**config.mk**
```make
export PLATFORM = sky130hd
export DESIGN_NAME = vga_pixel_fetch
export DESIGN_NICKNAME = d
export VERILOG_FILES = /design/src/rtl/vga_pkg.sv /design/src/rtl/pixel_fifo.sv /design/src/rtl/vga_pixel_fetch.sv
export SDC_FILE = /design/constraint.sdc
export NUM_CORES = 1
export LEC_CHECK = 0
export BUFFER_PORTS_ARGS = -buffer_cell sky130_fd_sc_hd__buf_2
export CAP_MARGIN = 10
export CORE_MARGIN = 5
export CORE_UTILIZATION = 55
export CTS_CLUSTER_SIZE = 20
export DETAILED_ROUTE_END_ITERATION = 7
export GPL_TIMING_DRIVEN = 0
export PLACE_DENSITY = 0.74
export SLEW_MARGIN = 25
export SYNTH_ARGS = -nofsm -noshare
export SYNTH_HDL_FRONTEND = slang
export SYNTH_SLANG_ARGS = --single-unit
```
**constraint.sdc**
```tcl
create_clock -name pixel_clk -period 7.85 [get_ports pixel_clk]
set_input_delay 1.57 -clock pixel_clk [delete_from_list [all_inputs] [get_ports pixel_clk]]
set_output_delay 1.57 -clock pixel_clk [all_outputs]
set_load 0.05 [all_outputs]
```
**src/rtl/vga_pkg.sv**
```systemverilog
// Types and timing constants shared by the VGA pixel fetch stage and the timing generator.
package vga_pkg;

  localparam int unsigned HFP    = 40;
  localparam int unsigned HPULSE = 128;
  localparam int unsigned HBP    = 88;
  localparam int unsigned VFP    = 13;
  localparam int unsigned VPULSE = 3;
  localparam int unsigned VBP    = 29;

  typedef struct packed {
    logic [7:0] r;
    logic [7:0] g;
    logic [7:0] b;
  } rgb_t;

  typedef enum logic [1:0] {
    FLUSH = 2'd0,
    FETCH = 2'd1,
    DONE  = 2'd2
  } fetch_state_t;

  function automatic rgb_t word_to_rgb(input logic [23:0] w);
    return rgb_t'(w);
  endfunction

endpackage

```
**src/rtl/pixel_fifo.sv**
```systemverilog
// Synchronous DEPTH x 24 pixel FIFO with clear; pop on empty and push on full (without pop) are ignored.
module pixel_fifo
  import vga_pkg::*;
#(
  parameter int unsigned DEPTH = 16
) (
  input  logic                       pixel_clk,
  input  logic                       pixel_rst,
  input  logic                       push,
  input  logic                       pop,
  input  logic                       clear,
  input  rgb_t                       din,
  output rgb_t                       head_c,
  output logic [$clog2(DEPTH+1)-1:0] count,
  output logic                       empty,
  output logic                       full
);

  localparam int unsigned AW = $clog2(DEPTH);
  localparam int unsigned CW = $clog2(DEPTH + 1);

  rgb_t          mem [DEPTH];
  logic [AW-1:0] wr_ptr;
  logic [AW-1:0] rd_ptr;
  logic [CW-1:0] count_d;
  logic          do_push;
  logic          do_pop;

  assign do_pop  = pop && !empty;
  assign do_push = push && (!full || do_pop);
  assign head_c  = mem[rd_ptr];

  always_comb begin
    count_d = count;
    if (do_push && !do_pop) begin
      count_d = count + CW'(1);
    end else if (!do_push && do_pop) begin
      count_d = count - CW'(1);
    end
  end

  always_ff @(posedge pixel_clk) begin
    if (do_push) begin
      mem[wr_ptr] <= din;
    end
  end

  // Pointers wrap naturally since DEPTH is a power of two.
  always_ff @(posedge pixel_clk or posedge pixel_rst) begin
    if (pixel_rst) begin
      wr_ptr <= '0;
      rd_ptr <= '0;
      count  <= '0;
      empty  <= 1'b1;
      full   <= 1'b0;
    end else if (clear) begin
      wr_ptr <= '0;
      rd_ptr <= '0;
      count  <= '0;
      empty  <= 1'b1;
      full   <= 1'b0;
    end else begin
      wr_ptr <= wr_ptr + AW'(do_push);
      rd_ptr <= rd_ptr + AW'(do_pop);
      count  <= count_d;
      empty  <= (count_d == '0);
      full   <= (count_d == CW'(DEPTH));
    end
  end

endmodule

```
**src/rtl/vga_pixel_fetch.sv**
```systemverilog
// Framebuffer prefetch over a Wishbone-classic read master, one RGB word per pixel_req.
// Optional saturating underflow counter port enabled by VGA_FETCH_UFCNT_EN.
module vga_pixel_fetch
  import vga_pkg::*;
#(
  parameter int unsigned HDISP         = 800,
  parameter int unsigned VDISP         = 480,
  parameter logic [31:0] FB_BASE       = 32'h0000_0000,
  parameter int unsigned DEPTH         = 16,
  parameter logic [23:0] UNDERFLOW_RGB = 24'hFF00FF
) (
  input  logic        pixel_clk,
  input  logic        pixel_rst,
  input  logic        frame_start,
  input  logic        pixel_req,
  output logic [23:0] pixel_rgb,
  output logic        underflow,
  output logic        wb_cyc,
  output logic        wb_stb,
  output logic [31:0] wb_adr,
  input  logic [31:0] wb_dat_i,
  input  logic        wb_ack
`ifdef VGA_FETCH_UFCNT_EN
  ,
  output logic [15:0] underflow_cnt
`endif
);

  localparam int unsigned TOTAL = HDISP * VDISP;
  localparam int unsigned FW    = $clog2(TOTAL + 1);
  localparam int unsigned CW    = $clog2(DEPTH + 1);

  fetch_state_t  state;
  fetch_state_t  state_d;
  logic          stb_d;
  logic [31:0]   adr_d;
  logic [FW-1:0] fetched;
  logic [FW-1:0] fetched_d;

  logic          fifo_push;
  logic          fifo_clear;
  logic          fifo_empty;
  logic          fifo_full;
  logic          pop_eff;
  logic          near_full;
  logic [CW-1:0] fifo_count;
  rgb_t          fifo_head;
  logic          unused_dat;

  assign unused_dat = ^wb_dat_i[31:24];
  assign pop_eff    = pixel_req && !fifo_empty;
  // This push would leave the FIFO full, so the bus must pause after it.
  assign near_full  = (fifo_count == CW'(DEPTH - 1)) && !pop_eff;

  pixel_fifo #(
    .DEPTH(DEPTH)
  ) u_fifo (
    .pixel_clk(pixel_clk),
    .pixel_rst(pixel_rst),
    .push     (fifo_push),
    .pop      (pixel_req),
    .clear    (fifo_clear),
    .din      (word_to_rgb(wb_dat_i[23:0])),
    .head_c   (fifo_head),
    .count    (fifo_count),
    .empty    (fifo_empty),
    .full     (fifo_full)
  );

  // Next-state and bus control.
  always_comb begin
    state_d    = state;
    stb_d      = wb_stb;
    adr_d      = wb_adr;
    fetched_d  = fetched;
    fifo_push  = 1'b0;
    fifo_clear = 1'b0;

    case (state)
      FLUSH: begin
        fifo_clear = 1'b1;
        adr_d      = FB_BASE;
        fetched_d  = '0;
        if (wb_stb) begin
          if (wb_ack) begin
            stb_d = 1'b0;
          end
        end else begin
          state_d = FETCH;
        end
      end
      FETCH: begin
        if (wb_stb) begin
          if (wb_ack) begin
            fifo_push = 1'b1;
            adr_d     = wb_adr + 32'd4;
            fetched_d = fetched + FW'(1);
            stb_d     = (fetched_d != FW'(TOTAL)) && !near_full;
            if (fetched_d == FW'(TOTAL)) begin
              state_d = DONE;
            end
          end
        end else if (fetched == FW'(TOTAL)) begin
          state_d = DONE;
        end else if (!fifo_full) begin
          stb_d = 1'b1;
        end
      end
      DONE: begin
        stb_d = 1'b0;
      end
      default: begin
        state_d = FLUSH;
      end
    endcase

    // A new frame overrides everything; a same-cycle ack ends the cycle but its data is dropped.
    if (frame_start) begin
      state_d    = FLUSH;
      fifo_push  = 1'b0;
      fifo_clear = 1'b1;
      adr_d      = FB_BASE;
      fetched_d  = '0;
      stb_d      = wb_stb && !wb_ack;
    end
  end

  always_ff @(posedge pixel_clk or posedge pixel_rst) begin
    if (pixel_rst) begin
      state   <= FLUSH;
      wb_cyc  <= 1'b0;
      wb_stb  <= 1'b0;
      wb_adr  <= FB_BASE;
      fetched <= '0;
    end else begin
      state   <= state_d;
      wb_cyc  <= stb_d;
      wb_stb  <= stb_d;
      wb_adr  <= adr_d;
      fetched <= fetched_d;
    end
  end

  // Pixel delivery: head on a hit, magenta and a sticky flag on an empty FIFO.
  always_ff @(posedge pixel_clk or posedge pixel_rst) begin
    if (pixel_rst) begin
      pixel_rgb <= 24'h0;
      underflow <= 1'b0;
    end else begin
      if (pixel_req) begin
        if (fifo_empty) begin
          pixel_rgb <= UNDERFLOW_RGB;
          underflow <= 1'b1;
        end else begin
          pixel_rgb <= fifo_head;
        end
      end
      if (frame_start) begin
        underflow <= 1'b0;
      end
    end
  end

`ifdef VGA_FETCH_UFCNT_EN
  always_ff @(posedge pixel_clk or posedge pixel_rst) begin
    if (pixel_rst) begin
      underflow_cnt <= 16'h0;
    end else if (pixel_req && fifo_empty && (underflow_cnt != 16'hFFFF)) begin
      underflow_cnt <= underflow_cnt + 16'd1;
    end
  end
`endif

endmodule

```
After elaboration in Yosys (flattened, before gate mapping)
Memory sizes are Yosys's and may differ from the RTL's.
Cells that the tools add are included.
Widths: inputs -> output; s select.
- flip-flop bits (word level): 94
- memory bits (writable): 384
- input bits: 37
- output and inout bits: 59
- logic and storage cells: 97
- memories: 1
- memory list (memory ; words ; width ; read ports ; clocked after memory_dff ; write ports ; line ; text):
    u_fifo.mem ; 16 ; 24 ; 1 ; 0 ; 1 ; pixel_fifo.sv:22 ; rgb_t mem [DEPTH];
- add/subtract/negate cells: 6
- equality and inequality tests: 14
- mux-type cells: 42
- reductions and logical operators: 23
- operators with widths (cell ; count):
    $mux 32 ; 3
    $pmux 32 s2 ; 1
    $mux 19 ; 3
    $eq 19x19->1 const B ; 2
    $pmux 19 s2 ; 1
    $add 32x3->32 const B ; 1
    $mux 24 ; 1
    $mux 1 ; 20
    $add 19x1->19 const B ; 1
    $ne 19x19->1 const B ; 1
    $mux 5 ; 3
    $mux 2 ; 6
    $ne 4x4->1 const B ; 3
    $ne 3x3->1 const B ; 3
    $add 4x1->4 ; 2
    $mux 4 ; 2
    $logic_and 1x1->1 ; 7
    $logic_not 1->1 ; 6
    $pmux 2 s3 ; 1
    $add 5x1->5 const B ; 1
    $eq 5x4->1 const B ; 1
    $eq 5x5->1 const B ; 1
    $logic_not 5->1 ; 1
    $reduce_and 5->1 ; 1
    12 further kinds ; 13

Longest topological paths before layout
Gate-level depths: netlist of the first run.
- depth after elaboration: 11
- depth in mapped cells: 9
- gate-level depth less buffers: 8

Cells and area by module
From an unflattened synthesis of the first run, not the netlist that was laid out.
- cell total of the unflattened synthesis: 1081
- area, all modules: 19418.6 µm²
- by module, submodules not included (module ; times used ; cells an instance ; area an instance (µm²) ; seq. area each (µm²)):
    pixel_fifo ; 1 ; 634 ; 15344.7 ; 11907.7
    vga_pixel_fetch ; 1 ; 447 ; 4073.9 ; 1926.8

Worst setup path after synthesis of the first run
Ideal clock, no wire load.
- path kind: input-to-reg
- from: input frame_start
- to: memory u_fifo.mem[0][0] (netlist bit), enable pin
- library setup time: 435 ps
- arrival: 4560 ps
- data required time: 7415 ps
- setup slack: 2855 ps
- cell stages on the path: 6
- buffers on the path: 2
- cells stage by stage: buf_2 > nand4b_1 > clkbuf_1 > a21oi_1 > or3b_2 > nor3_1
- word-level cells in the longest chain between the ends: 4
- ends and longest elaborated chain (item ; line ; text):
    from (decl) ; vga_pixel_fetch.sv:14 ; input logic frame_start,
    $mux 1 ; vga_pixel_fetch.sv:118 ; if (frame_start) begin
    $logic_and 1x1->1 ; pixel_fifo.sv:30 ; assign do_push = push && (!full || do_pop);
    $mux 1 ; pixel_fifo.sv:43 ; if (do_push) begin
    $mux 1 (implied by the code) ; pixel_fifo.sv:44 ; mem[wr_ptr] <= din;
    to (decl) ; pixel_fifo.sv:22 ;
Every way passes these cells.

Worst setup path in the final report of the first run
- from: input frame_start
- to: memory u_fifo.mem[2][7] (netlist bit), enable pin
Same word-level chain as after synthesis.

==> metrics, run 1 <==
data arrival time of the critical path 4.28 ns; Placement Rows 68; final hold violation count 0; Fmax 249 MHz; Post-CTS Hold Fix Bufs 0; leakage power total 7.52 nW; worst setup path class in -> reg; total die area 38,800 um2; Post-Synthesis Cells 1,059; critical register-to-register path startpoint state[1]$_DFFE_PP0P_; most used standard cells in the synthesized netlist 384 x sky130_fd_sc_hd__edfxtp_1, 120 x sky130_fd_sc_hd__mux4_2, 91 x sky130_fd_sc_hd__dfrtp_1, 58 x sky130_fd_sc_hd__nor2_1, 54 x sky130_fd_sc_hd__nand2_1; sequential share of power 52.7%; Max Cap Viol 0; sink count of the clock tree 476; post-route DRC violation count 0; final max-slew violation count 0; core area 34,500 um2; portion of the clock cycle consumed by the worst path in the final layout 51.2%; status finished clean; Routed wire per std cell 25.5 um; Net Sw Frac 22.0%; Finish-stage setup viols 0; crit path capture type flip-flop; fraction of the yosys area taken by sequential cells 71.9%; Congestion Overflow GR 0; Initial DRT Pass Iterations 5; Resize count post-CTS 0; worst-skew pair later-pin latency 0.58 ns; Worst setup SP type primary input; CTS clock-pin slew for the worst setup and hold paths 0.06 ns; antenna violations before repair 4; fraction of post-synthesis cell area in the top cell type by area 59.9%; detailed-route wire length 43,700 um; fill cell instance count of the final layout 2,348; top cells by area in the synthesized netlist sky130_fd_sc_hd__edfxtp_1 60%, sky130_fd_sc_hd__mux4_2 14%, sky130_fd_sc_hd__dfrtp_1 12%; Hold Path Origin pixel_rgb[6]$_DFFE_PP0P_; buffer levels on the longest clock path 3; Syn Std Cell Area 19,300 um2; number of DRC markers in iteration 0 1,001; count of cell types in the netlist 65; Clk Tree Root Cell sky130_fd_sc_hd__clkbuf_16; most used flip-flop cell after synthesis sky130_fd_sc_hd__edfxtp_1; part of the total power dissipated in the clock network 41.8%; TritonCTS clock tree built; asr flop ratio synth 19.3%; internal power 4.09 mW; fin crit period 4.02 ns; Worst setup startpoint frame_start; overall fraction of global-route tracks in use 22.8%; initial standard-cell utilization of the core 55.7%; unrepaired setup endpoints after global routing no; flop and latch count out of synthesis 476; CP required 8.11 ns; Psw 1.15 mW; area of placed instances 20,800 um2; GPL Wtd Cong 0.880; number of nets in the layout 1,273; Non-Filler Cell Area, Final 22,300 um2; area added between synthesis and finish 16.0%; cell type contributing the most total cell area after synthesis sky130_fd_sc_hd__edfxtp_1; remaining number of nets flagged by the antenna check after routing 0; accumulated negative setup slack 0 ns; Final HPWL DP 27,000 um; Port Buffers 83; Die Y-Extent 197 um; worst min-delay path category reg -> reg; maximum resistive drop on vdd 0.198 mV; via count 10,600; mean number of vias per cell 6.15; pin count of the biggest net entering global routing 75; Post-CTS Setup Inserts 0; first-pass GRT wire length 66,300 um; Power Dens Cells 235 nW/um2; number of global-route vias before repair 10,800; number of flops mapped to enable cells by yosys 384; fraction of layout instances using a drive strength above 1 27.7%; total number of yosys warnings 0; clock buffers created by TritonCTS 47; combinational group share of total power 5.5%; Die X 197 um; largest fanout on the critical path 10; final setup skew 0.0260 ns; worst-case headroom to the max-slew limit 37.1%; ports placed on the boundary 96; leading cell type by number of instances after synthesis sky130_fd_sc_hd__edfxtp_1; CTS H-tree depth 2; Tightest Pin Transition 0.944 ns; mean area per synthesized cell 18.2 um2
state kept, by name, summed over array words and instances (netlist names), 2 cells and up:
signal / cells
u_fifo.count: 5
fetched: 19
u_fifo.wr_ptr: 4
u_fifo.rd_ptr: 4
wb_adr: 30
u_fifo.mem: 384
state: 2
pixel_rgb: 24
kinds of logic after synthesis:
kind of cell / after synthesis / synth area share, %
AOI/OAI and AO/OA: 109 / 3.80
xor gates and xnor gates: 33 / 1.50
other: 1 / 0.0195
adders and majority gates: 14 / 0.910
and+or+nand+nor: 224 / 5.97
muxes: 123 / 14.2
DFF: 476 / 71.9
buffers and inverters: 79 / 1.75
worst paths after layout:
check | to | slack, ns | cells past startpoint
max | u_fifo.mem[2][7]$_DFFE_PP_ | 3.83 | 9
min | pixel_rgb[6]$_DFFE_PP0P_ | 0.50 | 1
max reg2reg | u_fifo.mem[2][7]$_DFFE_PP_ | 4.25 | 10
min reg2reg | pixel_rgb[6]$_DFFE_PP0P_ | 0.50 | 1
max in group asynchronous | u_fifo.empty$_DFF_PP1_ | 6.22 | 3
min in group asynchronous | pixel_rgb[9]$_DFFE_PP0P_ | 0.94 | 2
critical path, cell delays in order:
cell and delay (ns):
sky130_fd_sc_hd__buf_2 0.16, sky130_fd_sc_hd__nand4b_1 0.23, sky130_fd_sc_hd__clkbuf_1 0.32, sky130_fd_sc_hd__a21oi_1 0.45, sky130_fd_sc_hd__nand3b_1 0.40, sky130_fd_sc_hd__nor3_2 0.51
sky130_fd_sc_hd__buf_4 0.27, sky130_fd_sc_hd__buf_4 0.16, sky130_fd_sc_hd__buf_4 0.19
through the flow:
step,power (mW),hold slack [ns],cells,utilization [%],setup WS [ns]
2_1_floorplan,3.00,0.472,1060,-,2.85
4_1_cts,5.28,0.499,1713,64.6,3.91
3_5_place_dp,3.11,0.485,1628,60.3,3.36
6_report,5.24,0.498,1717,64.6,3.83
3_3_place_gp,3.09,0.474,1598,58.6,0.632
5_1_grt,5.42,0.537,1714,64.6,3.74
metal layers:
metal / track usage (%) / up-vias / part of all wire (%)
met5: 0 / - / 0.016
met4: 6.42 / 2 / 2.4
met3: 4.61 / 82 / 8.1
met2: 37.5 / 451 / 50
met1: 31.5 / 5479 / 40
li1: - / 4550 / -
area by class of cell:
| type | instances | area (um2) | share of cell area [%] |
|---|---|---|---|
| Tap cell | 455 | 569 | 2.55 |
| Clock buffer | 71 | 1320 | 5.90 |
| Buffer | 57 | 256 | 1.15 |
| Multi-Input combinational cell | 505 | 5190 | 23.3 |
| Inverter | 22 | 87.6 | 0.392 |
| Sequential cell | 476 | 13800 | 62.0 |
| Timing Repair Buffer | 113 | 878 | 3.93 |
| Antenna cell | 4 | 10.0 | 0.0448 |
| Clock inverter | 14 | 179 | 0.801 |
power by group through the flow:
stage / Combinational [mW] / Clock, mW / Sequential, mW
2_1_floorplan: 0.164 / 0 / 2.84
3_3_place_gp: 0.280 / 0 / 2.81
3_5_place_dp: 0.291 / 0 / 2.81
4_1_cts: 0.292 / 2.22 / 2.76
5_1_grt: 0.319 / 2.34 / 2.76
6_report: 0.290 / 2.19 / 2.76
layout by cell type (no fill, tap or decap), types with 14 or more instances in the layout:
cell and instances:
sky130_fd_sc_hd__buf_2 102, sky130_fd_sc_hd__buf_4 17, sky130_fd_sc_hd__clkbuf_1 51, sky130_fd_sc_hd__clkbuf_16 48
sky130_fd_sc_hd__dfrtp_1 91, sky130_fd_sc_hd__edfxtp_1 384, sky130_fd_sc_hd__ha_1 14, sky130_fd_sc_hd__inv_1 21
sky130_fd_sc_hd__mux4_2 120, sky130_fd_sc_hd__nand2_1 54, sky130_fd_sc_hd__nand3_1 24, sky130_fd_sc_hd__nor2_1 46
sky130_fd_sc_hd__o21ai_0 39, sky130_fd_sc_hd__o22a_1 16, sky130_fd_sc_hd__xnor2_1 14, sky130_fd_sc_hd__xor2_1 19
Note: power is estimated with default switching activity, not from simulation.
==> run 2, diff against run 1 <==
--- a/config.mk
+++ b/config.mk
@@ -12,7 +12,7 @@
 export CTS_CLUSTER_SIZE = 20
 export DETAILED_ROUTE_END_ITERATION = 7
 export GPL_TIMING_DRIVEN = 0
-export PLACE_DENSITY = 0.74
+export PLACE_DENSITY = 0.77
 export SLEW_MARGIN = 25
 export SYNTH_ARGS = -nofsm -noshare
 export SYNTH_HDL_FRONTEND = slang
==> constraint.sdc (replaced) <==
create_clock -name pixel_clk -period 3.5 [get_ports pixel_clk]
set_input_delay 0.7 -clock pixel_clk [delete_from_list [all_inputs] [get_ports pixel_clk]]
set_output_delay 0.7 -clock pixel_clk [all_outputs]
set_load 0.05 [all_outputs]
==> run 2 against run 1 <==
Effect of this change:
- worst hold slack worse by 0.36 ns
- clock power grew 130%
- critical path type is now reg -> reg
- first-iteration DRC count is 1.7% lower
- total power rose by 130%
- setup slack worse by 3.6 ns
- critical endpoint is now u_fifo.mem[6][7]$_DFFE_PP_
- clock skew down 0.0022 ns
- sequential power is 120% higher
- register-to-register slack worse by 4.0 ns
- sequential share of layout area down 0.50 points
- die area did not move
==> metrics, run 2 (synthesized netlist as in run 1, its figures left out) <==
crit path capture type flip-flop; Resize count post-CTS 0; GPL Wtd Cong 0.883; Finish-stage setup viols 0; ports placed on the boundary 96; Clk Tree Root Cell sky130_fd_sc_hd__clkbuf_16; TritonCTS clock tree built; worst min-delay path category in -> async; CTS H-tree depth 2; placed cell count 1,619; fin crit period 3.30 ns; number of global-route vias before repair 10,700; post-route DRC violation count 0; GR Layer Usage met2 37.4%; worst-case setup slack after placement -0.0611 ns; status finished clean; worst-skew pair later-pin latency 0.58 ns; core area 34,500 um2; Layout Cells excl Fill 1,719; Max Cap Viol 0; initial standard-cell utilization of the core 55.7%; sink count of the clock tree 476; largest registers u_fifo.mem: 384 flops, wb_adr: 30 flops, pixel_rgb: 24 flops; Tightest Pin Transition 0.995 ns; fraction of met3 tracks used by global routing 3.97%; mean number of vias per cell 6.26; Power Dens Cells 527 nW/um2; buffer levels on the longest clock path 3; Final HPWL DP 27,500 um; busiest metal layer after global routing met2; maximum resistive drop on vdd 0.473 mV; leakage power total 7.56 nW; via count 10,800; flip-flop count of the largest register after layout 384; detailed-route wire length 44,500 um; core utilization of the finished layout 65.2%; Die X 197 um; number of nets in the layout 1,275; total power after layout 11.9 mW; Routed wire per std cell 25.9 um; final setup skew 0.0238 ns; Placement Rows 68; most common library cell in the layout ignoring fill and taps sky130_fd_sc_hd__edfxtp_1; worst setup path class reg -> reg; Port Buffers 83; Top reg by flops u_fifo.mem; CTS clock-pin slew for the worst setup and hold paths 0.06 ns; CP required 3.78 ns; final max-slew violation count 0; portion of the clock cycle consumed by the worst path in the final layout 94.3%; pin count of the biggest net entering global routing 54; antenna violations before repair 2; Final Hold Slack 0.134 ns; worst-case headroom to the max-slew limit 33.7%; final hold violation count 0; Worst setup SP type flip-flop; remaining number of nets flagged by the antenna check after routing 0; Post-CTS Hold Fix Bufs 0; total die area 38,800 um2; Fmax 303 MHz; fraction of layout instances using a drive strength above 1 28.3%; first-pass GRT wire length 66,500 um; GRT met1 Usage 32.5%; largest fanout on the critical path 13; Initial DRT Pass Iterations 5; clock buffers created by TritonCTS 48; data arrival time of the critical path 3.58 ns; overall fraction of global-route tracks in use 22.8%; unrepaired setup endpoints after global routing no; commonest cells after routing, fill and taps aside 384 x sky130_fd_sc_hd__edfxtp_1, 120 x sky130_fd_sc_hd__mux4_2, 102 x sky130_fd_sc_hd__buf_2; number of DRC markers in iteration 0 984; area added between synthesis and finish 16.9%; setup slack of the critical path after layout 0.201 ns; Congestion Overflow GR 0; Die Y-Extent 197 um
run 2: final timing paths:
kind / from / endpoint / slack (ns) / depth (start not counted)
min reg2reg: pixel_rgb[6]$_DFFE_PP0P_ / pixel_rgb[6]$_DFFE_PP0P_ / 0.49 / 1
max in group asynchronous: pixel_rst / u_fifo.empty$_DFF_PP1_ / 2.70 / 3
min in group pixel_clk: frame_start / underflow$_DFFE_PP0P_ / 0.42 / 2
max reg2reg: state[1]$_DFFE_PP0P_ / u_fifo.mem[6][7]$_DFFE_PP_ / 0.20 / 8
max: state[1]$_DFFE_PP0P_ / u_fifo.mem[6][7]$_DFFE_PP_ / 0.20 / 8
min: pixel_rst / wb_adr[25]$_DFFE_PP0P_ / 0.13 / 2
run 2: final cells by class:
type | count | area (um2)
Antenna cell | 1 | 2.50
Buffer | 57 | 258
Clock buffer | 58 | 1250
Clock inverter | 31 | 298
Fill cell | 2324 | 12000
Inverter | 22 | 87.6
Multi-Input combinational cell | 505 | 5220
Sequential cell | 476 | 13800
Tap cell | 455 | 569
Timing Repair Buffer | 114 | 990
run 2: through the flow:
step / TNS (ns) / instance area, um2
floorplan: 0 / 19300
global placement: -543.21 / 20300
detailed placement: -1.46 / 20900
CTS: 0 / 22400
global route: 0 / 22500
finish: 0 / 22500
run 2: where the power goes:
| group | leakage [nW] | internal (mW) | switching, mW | total [mW] |
|---|---|---|---|---|
| Sequential | 4.65 | 6.16 | 0.0369 | 6.20 |
| Clock | 0.741 | 2.85 | 2.15 | 5.01 |
| Combinational | 2.18 | 0.186 | 0.470 | 0.656 |
| Total | 7.56 | 9.20 | 2.66 | 11.9 |
run 2: worst max-delay path: stages, from the launching register on:
cell and delay, ns:
sky130_fd_sc_hd__dfrtp_1 0.39, sky130_fd_sc_hd__inv_1 0.12, sky130_fd_sc_hd__ha_1 0.31, sky130_fd_sc_hd__nand4b_1 0.17, sky130_fd_sc_hd__clkbuf_1 0.31, sky130_fd_sc_hd__a21oi_1 0.42, sky130_fd_sc_hd__nand3b_1 0.42, sky130_fd_sc_hd__nor2_4 0.64
sky130_fd_sc_hd__buf_16 0.23
run 2: per-layer routing:
metal | vias to the layer above | wire, um
li1 | 4543 | -
met1 | 5589 | 17800
met2 | 531 | 22200
met3 | 92 | 3490
met4 | 2 | 1010
met5 | - | 13
run 2: repair_timing:
action	4_1_cts	5_1_grt
buffers inserted	0	10
endpoints found under the hold margin	0	0
setup endpoints to repair	0	75
